===== src/rtl/tcdm_ecc_err_logger_if.sv =====
// TCDM request plus ECC decoder result, as seen by the error logger.
// The master drives the signals and the logger (slave) only observes them.
interface tcdm_ecc_err_logger_if #(
  parameter int unsigned AddrWidth = 32
);
  logic                 req;
  logic                 gnt;
  logic                 wen;
  logic [AddrWidth-1:0] add;
  logic [6:0]           syndrome;
  logic [1:0]           err;

  modport master (output req, gnt, wen, add, syndrome, err);
  modport slave  (input  req, gnt, wen, add, syndrome, err);
endinterface


===== src/rtl/tcdm_ecc_err_logger.sv =====
// ECC error logger: a two-stage pipeline that counts correctable and uncorrectable
// write errors, captures their addresses, and raises a level interrupt.
module tcdm_ecc_err_logger #(
  parameter int unsigned AddrWidth   = 32,
  parameter int unsigned CntWidth    = 16,
  parameter int unsigned CeThreshold = 8
) (
  input  logic                        clk_i,
  input  logic                        rst_ni,
  tcdm_ecc_err_logger_if.slave        bus_i,
  input  logic                        clear_i,
  output logic [CntWidth-1:0]         ce_count_o,
  output logic [CntWidth-1:0]         ue_count_o,
  output logic [AddrWidth-1:0]        last_ce_addr_o,
  output logic [AddrWidth-1:0]        first_ue_addr_o,
  output logic [6:0]                  first_ue_syndrome_o,
  output logic                        ue_valid_o,
  output logic                        overflow_o,
  output logic                        irq_o
);

  typedef enum logic [1:0] {
    IDLE      = 2'd0,
    CE_SEEN   = 2'd1,
    UE_LOCKED = 2'd2
  } state_e;

  logic                 event_c;
  logic                 s1_valid_q, s1_valid_d;
  logic                 s1_ue_q, s1_ue_d;
  logic [AddrWidth-1:0] s1_addr_q, s1_addr_d;
  logic [6:0]           s1_syn_q, s1_syn_d;

  state_e               state_q, state_d;
  logic [CntWidth-1:0]  ce_cnt_q, ce_cnt_d;
  logic [CntWidth-1:0]  ue_cnt_q, ue_cnt_d;
  logic [AddrWidth-1:0] last_ce_q, last_ce_d;
  logic [AddrWidth-1:0] first_ue_q, first_ue_d;
  logic [6:0]           first_syn_q, first_syn_d;
  logic                 ue_valid_q, ue_valid_d;
  logic                 ovf_q, ovf_d;
  logic                 irq_q, irq_d;

  // Only granted writes carrying a decoder error are events.
  assign event_c = bus_i.req & bus_i.gnt & ~bus_i.wen & (bus_i.err != 2'b00);

  always_ff @(posedge clk_i) begin
    if (!rst_ni) begin
      s1_valid_q  <= 1'b0;
      s1_ue_q     <= 1'b0;
      s1_addr_q   <= '0;
      s1_syn_q    <= '0;
      state_q     <= IDLE;
      ce_cnt_q    <= '0;
      ue_cnt_q    <= '0;
      last_ce_q   <= '0;
      first_ue_q  <= '0;
      first_syn_q <= '0;
      ue_valid_q  <= 1'b0;
      ovf_q       <= 1'b0;
      irq_q       <= 1'b0;
    end else begin
      s1_valid_q  <= s1_valid_d;
      s1_ue_q     <= s1_ue_d;
      s1_addr_q   <= s1_addr_d;
      s1_syn_q    <= s1_syn_d;
      state_q     <= state_d;
      ce_cnt_q    <= ce_cnt_d;
      ue_cnt_q    <= ue_cnt_d;
      last_ce_q   <= last_ce_d;
      first_ue_q  <= first_ue_d;
      first_syn_q <= first_syn_d;
      ue_valid_q  <= ue_valid_d;
      ovf_q       <= ovf_d;
      irq_q       <= irq_d;
    end
  end

  // Stage 1: register the event; payload is held when there is no event.
  always_comb begin
    s1_valid_d = event_c;
    s1_ue_d    = s1_ue_q;
    s1_addr_d  = s1_addr_q;
    s1_syn_d   = s1_syn_q;
    if (event_c) begin
      s1_ue_d   = bus_i.err[1];
      s1_addr_d = bus_i.add;
      s1_syn_d  = bus_i.syndrome;
    end
  end

  // Stage 2: clear is applied first, then any stage-1 event is folded in.
  always_comb begin
    state_d     = state_q;
    ce_cnt_d    = ce_cnt_q;
    ue_cnt_d    = ue_cnt_q;
    last_ce_d   = last_ce_q;
    first_ue_d  = first_ue_q;
    first_syn_d = first_syn_q;
    ue_valid_d  = ue_valid_q;
    ovf_d       = ovf_q;

    if (clear_i) begin
      state_d     = IDLE;
      ce_cnt_d    = '0;
      ue_cnt_d    = '0;
      last_ce_d   = '0;
      first_ue_d  = '0;
      first_syn_d = '0;
      ue_valid_d  = 1'b0;
      ovf_d       = 1'b0;
    end

    if (s1_valid_q) begin
      if (s1_ue_q) begin
        if (ue_cnt_d == '1) begin
          ovf_d = 1'b1;
        end else begin
          ue_cnt_d = ue_cnt_d + CntWidth'(1);
        end
        if (!ue_valid_d) begin
          first_ue_d  = s1_addr_q;
          first_syn_d = s1_syn_q;
          ue_valid_d  = 1'b1;
        end
        state_d = UE_LOCKED;
      end else begin
        if (ce_cnt_d == '1) begin
          ovf_d = 1'b1;
        end else begin
          ce_cnt_d = ce_cnt_d + CntWidth'(1);
        end
        last_ce_d = s1_addr_q;
        if (state_d == IDLE) begin
          state_d = CE_SEEN;
        end
      end
    end

    irq_d = (ue_cnt_d != '0) ||
            ((CeThreshold != 0) && (32'(ce_cnt_d) >= 32'(CeThreshold)));
  end

  assign ce_count_o          = ce_cnt_q;
  assign ue_count_o          = ue_cnt_q;
  assign last_ce_addr_o      = last_ce_q;
  assign first_ue_addr_o     = first_ue_q;
  assign first_ue_syndrome_o = first_syn_q;
  assign ue_valid_o          = ue_valid_q;
  assign overflow_o          = ovf_q;
  assign irq_o               = irq_q;

endmodule


===== src/flat_wrapper.sv =====
// flat-port wrapper written by rule: the top's interface ports become plain ports
module tcdm_ecc_err_logger_flat 
#(
  parameter int unsigned AddrWidth   = 32,
  parameter int unsigned CntWidth    = 16,
  parameter int unsigned CeThreshold = 8
)
  (clk_i, rst_ni, clear_i, ce_count_o, ue_count_o, last_ce_addr_o, first_ue_addr_o, first_ue_syndrome_o, ue_valid_o, overflow_o, irq_o, bus_i_req, bus_i_gnt, bus_i_wen, bus_i_add, bus_i_syndrome, bus_i_err);
  tcdm_ecc_err_logger_if #(.AddrWidth(AddrWidth)) bus_i_i ();
  input  logic clk_i;
  input  logic rst_ni;
  input  logic clear_i;
  output logic [CntWidth-1:0] ce_count_o;
  output logic [CntWidth-1:0] ue_count_o;
  output logic [AddrWidth-1:0] last_ce_addr_o;
  output logic [AddrWidth-1:0] first_ue_addr_o;
  output logic [6:0] first_ue_syndrome_o;
  output logic ue_valid_o;
  output logic overflow_o;
  output logic irq_o;
  input wire logic [$bits(bus_i_i.req)-1:0] bus_i_req;
  input wire logic [$bits(bus_i_i.gnt)-1:0] bus_i_gnt;
  input wire logic [$bits(bus_i_i.wen)-1:0] bus_i_wen;
  input wire logic [$bits(bus_i_i.add)-1:0] bus_i_add;
  input wire logic [$bits(bus_i_i.syndrome)-1:0] bus_i_syndrome;
  input wire logic [$bits(bus_i_i.err)-1:0] bus_i_err;
  assign bus_i_i.req = bus_i_req;
  assign bus_i_i.gnt = bus_i_gnt;
  assign bus_i_i.wen = bus_i_wen;
  assign bus_i_i.add = bus_i_add;
  assign bus_i_i.syndrome = bus_i_syndrome;
  assign bus_i_i.err = bus_i_err;
  tcdm_ecc_err_logger #(.AddrWidth(AddrWidth), .CntWidth(CntWidth), .CeThreshold(CeThreshold)) u_core (.clk_i(clk_i), .rst_ni(rst_ni), .bus_i(bus_i_i), .clear_i(clear_i), .ce_count_o(ce_count_o), .ue_count_o(ue_count_o), .last_ce_addr_o(last_ce_addr_o), .first_ue_addr_o(first_ue_addr_o), .first_ue_syndrome_o(first_ue_syndrome_o), .ue_valid_o(ue_valid_o), .overflow_o(overflow_o), .irq_o(irq_o));
endmodule

===== config.mk =====
export PLATFORM = sky130hd
export DESIGN_NAME = tcdm_ecc_err_logger_flat
export DESIGN_NICKNAME = d
export VERILOG_FILES = /design/src/rtl/tcdm_ecc_err_logger_if.sv /design/src/rtl/tcdm_ecc_err_logger.sv /design/src/flat_wrapper.sv
export SDC_FILE = /design/constraint.sdc
export NUM_CORES = 1
export LEC_CHECK = 0
export ABC_AREA = 1
export CORE_MARGIN = 10
export CORE_UTILIZATION = 50
export CTS_BUF_LIST = sky130_fd_sc_hd__clkbuf_4 sky130_fd_sc_hd__clkbuf_8 sky130_fd_sc_hd__clkbuf_16
export CTS_CLUSTER_SIZE = 28
export DETAILED_ROUTE_END_ITERATION = 16
export GPL_TIMING_DRIVEN = 0
export HOLD_SLACK_MARGIN = 0.15
export PLACE_DENSITY = 0.91
export SYNTH_ARGS = -nofsm -noshare
export SYNTH_HDL_FRONTEND = slang
export SYNTH_SLANG_ARGS = --single-unit

===== constraint.sdc =====
create_clock -name clk_i -period 2.9 [get_ports clk_i]
set_input_delay 0.58 -clock clk_i [delete_from_list [all_inputs] [get_ports clk_i]]
set_output_delay 0.58 -clock clk_i [all_outputs]
set_load 0.05 [all_outputs]

Word level (Yosys, flattened, before mapping)

Cells that the tools add are included.

Word-level logic and storage cells: 51
Input port bits: 47
Bits in registers: 147

Reduce and logical (&&, ||, !) cells: 3
Bitwise operators: 4
Magnitude comparators: 1
Add/subtract/negate cells: 2
Equal/unequal tests: 2
Muxes and demuxes: 27

Operators by type and width:

| kind                    | number |
|---|---|
| $mux W32                | 7 |
| $mux W16                | 8 |
| $add A16 B1 Y16 const B | 2 |
| $eq A16 B16 Y1 const B  | 2 |
| $mux W7                 | 4 |
| $ge A16 B4 Y1 const B   | 1 |
| $reduce_bool A16 Y1     | 1 |
| $mux W1                 | 8 |
| $and A1 B1 Y1           | 3 |
| $reduce_bool A2 Y1      | 1 |
| $logic_or A1 B1 Y1      | 1 |
| $not A1 Y1              | 1 |

Longest topological paths before layout

Gate-level depths: netlist of the first run.

Word-level depth: 7
Mapped depth: 21
Depth with buffers taken out: 19

Least setup slack after synthesis of the first run

Ideal clock, no wire load.

Path type: input -> register
Start point: input clear_i
End point: register u_core.irq_q, in the netlist u_core.irq_o
Path buffers: 3
Setup slack: 353 ps
Cell stages on the path: 18
Arrival time: 2419 ps
Library setup time: 128 ps
Path through: buf_6 clkbuf_1 nor2_1 ha_1 nand2_1 nor2_1 nand2_1 nor2_1 nand2_2 buf_6 nand2_1 nand2_1 a21oi_1 nand3_1 nor2_1 nand2_1 nor2_1 nor2_1

Longest elaborated chain between the ends: 7

Ends and longest elaborated chain:

| item                                                        | line                                                   | RTL |
|---|---|---|
| from (decl)                                                 | flat_wrapper.sv:12                                     | `input logic clear_i;` |
| $mux W16                                                    | tcdm_ecc_err_logger.sv:103                             | `if (clear_i) begin` |
| $add A16 B1 Y16, or another cell as far along               | tcdm_ecc_err_logger.sv:131                             | `ce_cnt_d = ce_cnt_d + CntWidth'(1);` |
| $mux W16, on equally long branches                          | tcdm_ecc_err_logger.sv:128, tcdm_ecc_err_logger.sv:116 |  |
| $mux W16                                                    | tcdm_ecc_err_logger.sv:115                             | `if (s1_ue_q) begin` |
| $mux W16                                                    | tcdm_ecc_err_logger.sv:114                             | `if (s1_valid_q) begin` |
| $ge A16 B4 Y1 / $reduce_bool A16 Y1 (equally long branches) | tcdm_ecc_err_logger.sv:141, tcdm_ecc_err_logger.sv:140 |  |
| $logic_or A1 B1 Y1 *                                        | tcdm_ecc_err_logger.sv:140                             | `irq_d = (ue_cnt_d != '0) \|\|` |
| to (signal assigned)                                        | tcdm_ecc_err_logger.sv:75                              | `irq_q <= irq_d;` |
| to (decl)                                                   | tcdm_ecc_err_logger.sv:42                              | `logic irq_q, irq_d;` |

Every way passes the cells marked *; elsewhere a longest branch is shown, timed or not.
A chain may end at the register's enable or synchronous reset.

Worst setup path after layout of the first run

Start point: input bus_i_gnt
End point: register u_core.s1_syn_q[2]

Longest elaborated chain between the ends: 3

Ends and longest elaborated chain:

| item                       | line                      | RTL |
|---|---|---|
| from (decl)                | flat_wrapper.sv:22        | `input wire logic [$bits(bus_i_i.gnt)-1:0] bus_i_gnt;` |
| $and A1 B1 Y1 (3 in a row) | tcdm_ecc_err_logger.sv:45 | `assign event_c = bus_i.req & bus_i.gnt & ~bus_i.wen & (bus_i.err != 2'b00);` |
| to (signal assigned)       | tcdm_ecc_err_logger.sv:66 | `s1_syn_q <= s1_syn_d;` |
| to (decl)                  | tcdm_ecc_err_logger.sv:32 | `logic [6:0] s1_syn_q, s1_syn_d;` |

No other way between the ends.

==> run_results.csv, run 1 <==
group,metric,value,unit
status,status,"finished, final reports clean",
clock_network,postCtsHoldBufs,0,
power_and_ir_drop,power_density,518,mW/mm²
synthesis,synth_seq_cells,147,
placement,hpwl,14900,µm
sta,worst_slew_pin_slew,1.17,ns
die,num_io_pins,153,
job,cap_violations,0,
routing,wl,20100,µm
sta,fin_crit,2.68,ns
synthesis,yosysMostFrequentCell,"nand2_1",
clock_network,cts_resized,0,
synthesis,synth_nets,958,
worst_setup_path,rrSetupSlack,0.40,ns
worst_setup_path,crit_path_end_kind,"flop",
worst_setup_path,r2r_start,"u_core.s1_ue_q$_SDFFE_PN0P_",
worst_setup_path,crit_arrival,3.04,ns
synthesis,synth.area.mux_share,0,%
synthesis,yosys-top-cells-count,"nand2_1, nor2_1, dfxtp_1, o21ai_0, a21oi_1",
placement,gp_congestion,0.931,
finish,area_delta_synth_final,35.8,%
die,num_rows,41,
routing,firstDrtPassIters,5,
sta,max_freq,0.373,GHz
grt,overflow,0,
worst_setup_path,worstPathRequired,3.27,ns
synthesis,synth_top_family_by_area,"simple AND/OR/NAND/NOR gates",
worst_setup_path,worst-setup-path-type,"primary input to flop",
synthesis,synth_compound_area_share,16.0,%
synthesis,synth.yosys.seq_area_share,46.2,%
die,fp.dieH,133,µm
routing,drcViolationCount,0,
worst_setup_path,r2r.worst_path.cells,7,
grt,grt_start_max_net_pins,17,
die,core_area,0.0126,mm²
worst_setup_path,critical_path.startpoint,"bus_i_gnt",
worst_setup_path,startpoint_type,"primary input",
sta,finalSetupViolations,0,
synthesis,synthCells,909,
sta,slew_headroom,21.4,%
finish,multi_input_area,0.00290,mm²
worst_setup_path,critical-path-top-cell-by-count,"nor2_1",
routing,viasPerCell,5.32,
clock_network,clk_path_buf_depth,2,
finish,finalNetCount,1127,
synthesis,ys_warn_count,0,
routing,ant_nets,0,
clock_network,cts_setup_buffers,0,
sta,grt_setup_unrepaired,"false",
synthesis,yosys-top-cells-area,"dfxtp_1, nand2_1, nor2_1",
clock_network,cts_made_buffers,17,
grt,track_usage,22.5,%
synthesis,synth_top_area_cell,"dfxtp_1",
clock_network,root_buffer,"clkbuf_16",
worst_setup_path,critPathMaxStageDelay,0.48,ns
synthesis,synth.avg_cell_area,7.01,µm²
finish,utilization,68.9,%
worst_setup_path,worstSetupEndpoint,"u_core.s1_syn_q[2]$_SDFFE_PN0P_",
finish,final_area,0.00865,mm²
clock_network,cts_tree,"done",
synthesis,synthArstFlopShare,0,%
placement,portBuffers,151,
sta,hold_viol_final,0,
die,initial_core_util,50.7,%
synthesis,synth_ff_type,"dfxtp_1",
grt,antenna_found_initial,0,
synthesis,synth_enable_flop_cells,0,
power_and_ir_drop,leakage,3.29,nW
die,dieArea,0.0177,mm²
worst_setup_path,slowest_stage,"clkdlybuf4s50_1",
sta,finClkSkew,0.00649,ns
power_and_ir_drop,ir_drop,394,µV
synthesis,yosys.area_share.adder,0.393,%
grt,grt_pass1_wl,32400,µm
synthesis,synth_cell_types,28,
finish,n_antenna_cell,0,
worst_setup_path,crit_chain,"clkdlybuf4s50_1 -> nand2_1 -> nor2_1 -> o21ai_0 -> inv_1 -> clkbuf_1 -> buf_1 -> nor2_1 -> nor2_1",
finish,drive_gt1_share,5.96,%
synthesis,synth.top_cell.area_share,46.2,%
clock_network,clock_latency,0.42,ns
synthesis,synth-simple-area-share,28.7,%
clock_network,clkSlewWorstSetupHoldPaths,0.06,ns
finish,fillCellCount,1011,
clock_network,cts_num_sinks,147,
synthesis,syn_area,0.00637,mm²
sta,timing.final.crit_share,92.3,%
worst_setup_path,crit_fanout,10,
routing,routedWlPerCell,15.9,µm
routing,via_count,6713,
finish,seq_area,0.00294,mm²
synthesis,synth-xor-area-share,0.412,%
placement,place_area,0.00810,mm²
hold_path,min_path_type,"flop to flop",
sta,slew_viol_final,0,
clock_network,cts_htree_levels,4,
routing,drt_iter0_drc,644,
grt,grt_pass1_vias,6377,
die,die_x,133,µm
worst_setup_path,reg2reg_to,"u_core.first_ue_addr_o[14]$_SDFF_PN0_",
==> cell usage in the layout (no fill, tap or decap), drive strengths merged, types with 7 or more instances in the layout <==
master,instances
inv,69
nand3,41
nor2,175
o21ai,119
a21oi,83
clkbuf,59
nand2,188
dfxtp,147
buf,14
clkdlybuf4s50,151
clkinv,7
nand4,17
==> logic make-up after synthesis <==
| group | Yosys count |
|---|---|
| adders and majority gates | 2 |
| buffers and inverters | 123 |
| AOI/OAI and AO/OA | 203 |
| xor gates and xnor gates | 3 |
| DFF | 147 |
| and+or+nand+nor | 431 |
==> registers in the layout, summed over array words and instances, names as in the netlist, 7 cells and up <==
name,cells
u_core.first_ue_syndrome_o,7
u_core.ue_count_o,16
u_core.first_ue_addr_o,32
u_core.s1_syn_q,7
u_core.ce_count_o,16
u_core.s1_addr_q,32
u_core.last_ce_addr_o,32
==> worst max-delay path, delay by kind of cell <==
family	cells	cell delay [ns]
buffers and inverters	4	1.53
AOI/OAI and AO/OA	1	0.48
and+or+nand+nor	4	0.45
==> metrics by stage <==
stage | instances | setup slack [ns] | setup TNS (ns) | hold WS, ns | total power, mW
6_report | 1262 | 0.222 | 0 | 0.463 | 4.48
5_1_grt | 1262 | 0.00943 | 0 | 0.482 | 4.61
4_1_cts | 1263 | 0.226 | 0 | 0.463 | 4.49
3_3_place_gp | 1232 | -0.160 | -0.656 | 0.451 | 2.43
3_5_place_dp | 1232 | -0.208 | -1.61 | 0.456 | 2.43
2_1_floorplan | 909 | 0.353 | 0 | 0.450 | 2.29
==> report_power, final <==
| group | switching (mW) | internal (mW) |
|---|---|---|
| clock | 0.867 | 1.22 |
| sequential | 0.0247 | 2.06 |
| combinational | 0.187 | 0.125 |
| total | 1.08 | 3.40 |
==> layout make-up <==
class | instances | share of cell area (%)
flip-flops and latches | 147 | 34.0
multi-input cells | 639 | 33.5
repair buffers | 151 | 17.5
clock buffers | 20 | 5.25
inverters | 69 | 3.05
plain buffers | 53 | 3.04
well taps | 172 | 2.49
clock inverters | 11 | 1.23
==> worst min path at each step <==
stage	start	endpoint	slack (ns)	cells past startpoint
2_1_floorplan	u_core.s1_syn_q[0]$_SDFFE_PN0P_	u_core.s1_syn_q[0]$_SDFFE_PN0P_	0.45	2
3_3_place_gp	u_core.last_ce_addr_o[23]$_SDFF_PN0_	u_core.last_ce_addr_o[23]$_SDFF_PN0_	0.45	2
3_5_place_dp	u_core.first_ue_addr_o[17]$_SDFF_PN0_	u_core.first_ue_addr_o[17]$_SDFF_PN0_	0.46	2
4_1_cts	u_core.first_ue_addr_o[17]$_SDFF_PN0_	u_core.first_ue_addr_o[17]$_SDFF_PN0_	0.46	2
5_1_grt	u_core.last_ce_addr_o[25]$_SDFF_PN0_	u_core.last_ce_addr_o[25]$_SDFF_PN0_	0.48	2
6_report	u_core.first_ue_addr_o[17]$_SDFF_PN0_	u_core.first_ue_addr_o[17]$_SDFF_PN0_	0.46	2
==> metal layers <==
| layer | share of wire (%) | up-vias | track usage (%) | wire length [µm] |
|---|---|---|---|---|
| li1 | - | 3276 | - | - |
| met1 | 38 | 3053 | 25.1 | 7680 |
| met2 | 48 | 345 | 37.5 | 9670 |
| met3 | 12 | 39 | 10.1 | 2390 |
| met4 | 1.8 | 0 | 7.52 | 360 |
| met5 | 0 | - | 0 | 0 |
(Power assumes the default switching activity.)
==> inputs of run 2 (changes only) <==
--- a/config.mk
+++ b/config.mk
@@ -14,4 +14,5 @@
 export GPL_TIMING_DRIVEN = 0
 export HOLD_SLACK_MARGIN = 0.15
+export MAX_ROUTING_LAYER = met4
 export PLACE_DENSITY = 0.91
 export SYNTH_ARGS = -nofsm -noshare
==> constraint.sdc (replaced) <==
create_clock -name clk_i -period 2.9 [get_ports clk_i]
set_input_delay 0.435 -clock clk_i [delete_from_list [all_inputs] [get_ports clk_i]]
set_output_delay 0.435 -clock clk_i [all_outputs]
set_load 0.05 [all_outputs]
==> run_results.csv, run 2 (synthesis gave the netlist of run 1 again) <==
group,metric,value,unit
status,status,"finished, final reports clean",
power_and_ir_drop,power.internal,3.49,mW
die,dieArea,0.0177,mm²
grt,overflow,0,
routing,drt_iter0_drc,543,
clock_network,postCtsHoldBufs,0,
worst_setup_path,critical_path.startpoint,"clear_i",
clock_network,cts_resized,0,
worst_setup_path,worst-setup-path-type,"primary input to flop",
clock_network,clk_path_buf_depth,2,
sta,slew_viol_final,0,
sta,slew_headroom,33.5,%
routing,ant_nets,0,
routing,viasPerCell,5.34,
grt,track_usage,23.1,%
clock_network,root_buffer,"clkbuf_16",
worst_setup_path,worstPathRequired,3.20,ns
power_and_ir_drop,finalPower,4.57,mW
grt,grt_start_max_net_pins,17,
worst_setup_path,rrSetupSlack,0.39,ns
grt,grt_pass1_vias,6466,
power_and_ir_drop,leakage,3.31,nW
routing,drcViolationCount,0,
finish,finalNetCount,1128,
finish,fillCellCount,1026,
die,initial_core_util,50.7,%
clock_network,cts_num_sinks,147,
sta,finalSetupViolations,0,
clock_network,cts_tree,"done",
power_and_ir_drop,power_density,527,mW/mm²
finish,utilization,69.1,%
finish,area_delta_synth_final,36.3,%
power_and_ir_drop,seq_power_share,45.5,%
die,die_x,133,µm
sta,fin_crit,2.54,ns
clock_network,cts_setup_buffers,0,
sta,timing.final.crit_share,87.7,%
die,core_area,0.0126,mm²
finish,final_common_cell,"nand2_1",
clock_network,clock_latency,0.43,ns
die,fp.dieH,133,µm
power_and_ir_drop,p_sw_share,23.7,%
power_and_ir_drop,pwr-share-comb,6.8,%
power_and_ir_drop,power_frac_clock,47.7,%
routing,wl,20200,µm
finish,drive_gt1_share,6.04,%
power_and_ir_drop,p_switching,1.08,mW
worst_setup_path,startpoint_type,"primary input",
sta,setup_tns,0,ns
clock_network,cts_htree_levels,4,
worst_setup_path,r2r.worst_path.cells,7,
placement,hpwl,14900,µm
grt,grt_pass1_wl,32400,µm
job,cap_violations,0,
sta,whs,0.419,ns
sta,worst_slew_pin_slew,0.987,ns
routing,firstDrtPassIters,5,
sta,fin_ws,0.357,ns
worst_setup_path,crit_path_end_kind,"flop",
die,num_io_pins,153,
placement,portBuffers,151,
die,num_rows,41,
sta,grt_setup_unrepaired,"false",
clock_network,clkSlewWorstSetupHoldPaths,0.06,ns
placement,gp_congestion,0.935,
worst_setup_path,r2r_start,"u_core.s1_ue_q$_SDFFE_PN0P_",
worst_setup_path,worstSetupEndpoint,"u_core.irq_o$_SDFF_PN0_",
sta,finClkSkew,0.00759,ns
worst_setup_path,reg2reg_to,"u_core.first_ue_addr_o[19]$_SDFF_PN0_",
hold_path,min_path_type,"primary input to flop",
sta,hold_viol_final,0,
routing,via_count,6750,
grt,antenna_found_initial,1,
placement,place_ws,-0.0315,ns
finish,layout_common_cells,"nand2_1, nor2_1, clkdlybuf4s50_1",
power_and_ir_drop,ir_drop,382,µV
worst_setup_path,crit_fanout,10,
clock_network,cts_made_buffers,17,
worst_setup_path,crit_arrival,2.84,ns
sta,max_freq,0.393,GHz
routing,routedWlPerCell,16.0,µm
==> run 2: cell count changes in the layout (fill, tap and decap cells not counted) <==
cell	previous run	this run
bufinv_16	1	2
clkinv_4	4	3
clkbuf_1	39	40
diode_2	0	1
clkinv_2	2	4
clkinvlp_4	3	2
==> run 2: critical path: stages <==
cell	delay, ns
buf_6	0.13
clkbuf_1	0.27
nor2_1	0.26
ha_1	0.24
nand4_1	0.12
nor2_2	0.19
nand4_4	0.21
buf_6	0.22
nand4_1	0.07
nand2_1	0.07
inv_1	0.10
nand3_1	0.12
nor2_1	0.14
nand2_1	0.10
nor2_1	0.09
nor2_1	0.05
==> run 2: metrics by stage <==
stage / std cells / cell area [µm²]
6_report: 1265 / 8680
3_3_place_gp: 1232 / 8100
4_1_cts: 1264 / 8680
5_1_grt: 1265 / 8680
3_5_place_dp: 1232 / 8100
2_1_floorplan: 909 / 6370
==> run 2: routing by layer <==
layer	routed length [µm]	global-route usage (%)
met1	8300	25.5
met2	9540	37.4
met3	1910	8.89
met4	487	8.31
met5	0	-
==> run 2: power groups by stage <==
stage,sequential (mW),clock (mW),combinational [mW]
after floorplan,2.15,0,0.138
after global placement,2.12,0,0.303
after detailed placement,2.12,0,0.308
after CTS,2.08,2.18,0.312
after global routing,2.08,2.28,0.340
final,2.08,2.18,0.311
==> run 2: cell type report <==
class,count,area [µm²],share of cell area (%)
antenna,1,2.50,0.0288
buffer,54,267,3.07
clock buffer,20,454,5.23
clock inverter,12,130,1.50
inverter,69,264,3.04
multi-input combinational,639,2900,33.4
sequential,147,2940,33.9
tap,172,215,2.48
timing repair buffer,151,1510,17.4
==> run 2: worst min-delay path by stage <==
stage / start / to / slack (ns) / cells after the start
after floorplan: u_core.s1_syn_q[0]$_SDFFE_PN0P_ / u_core.s1_syn_q[0]$_SDFFE_PN0P_ / 0.45 / 2
after global placement: u_core.first_ue_addr_o[23]$_SDFF_PN0_ / u_core.first_ue_addr_o[23]$_SDFF_PN0_ / 0.45 / 2
after detailed placement: u_core.first_ue_addr_o[10]$_SDFF_PN0_ / u_core.first_ue_addr_o[10]$_SDFF_PN0_ / 0.45 / 2
after CTS: clear_i / u_core.ce_count_o[14]$_SDFF_PN0_ / 0.42 / 4
after global routing: clear_i / u_core.ce_count_o[9]$_SDFF_PN0_ / 0.44 / 4
final: clear_i / u_core.ce_count_o[14]$_SDFF_PN0_ / 0.42 / 4
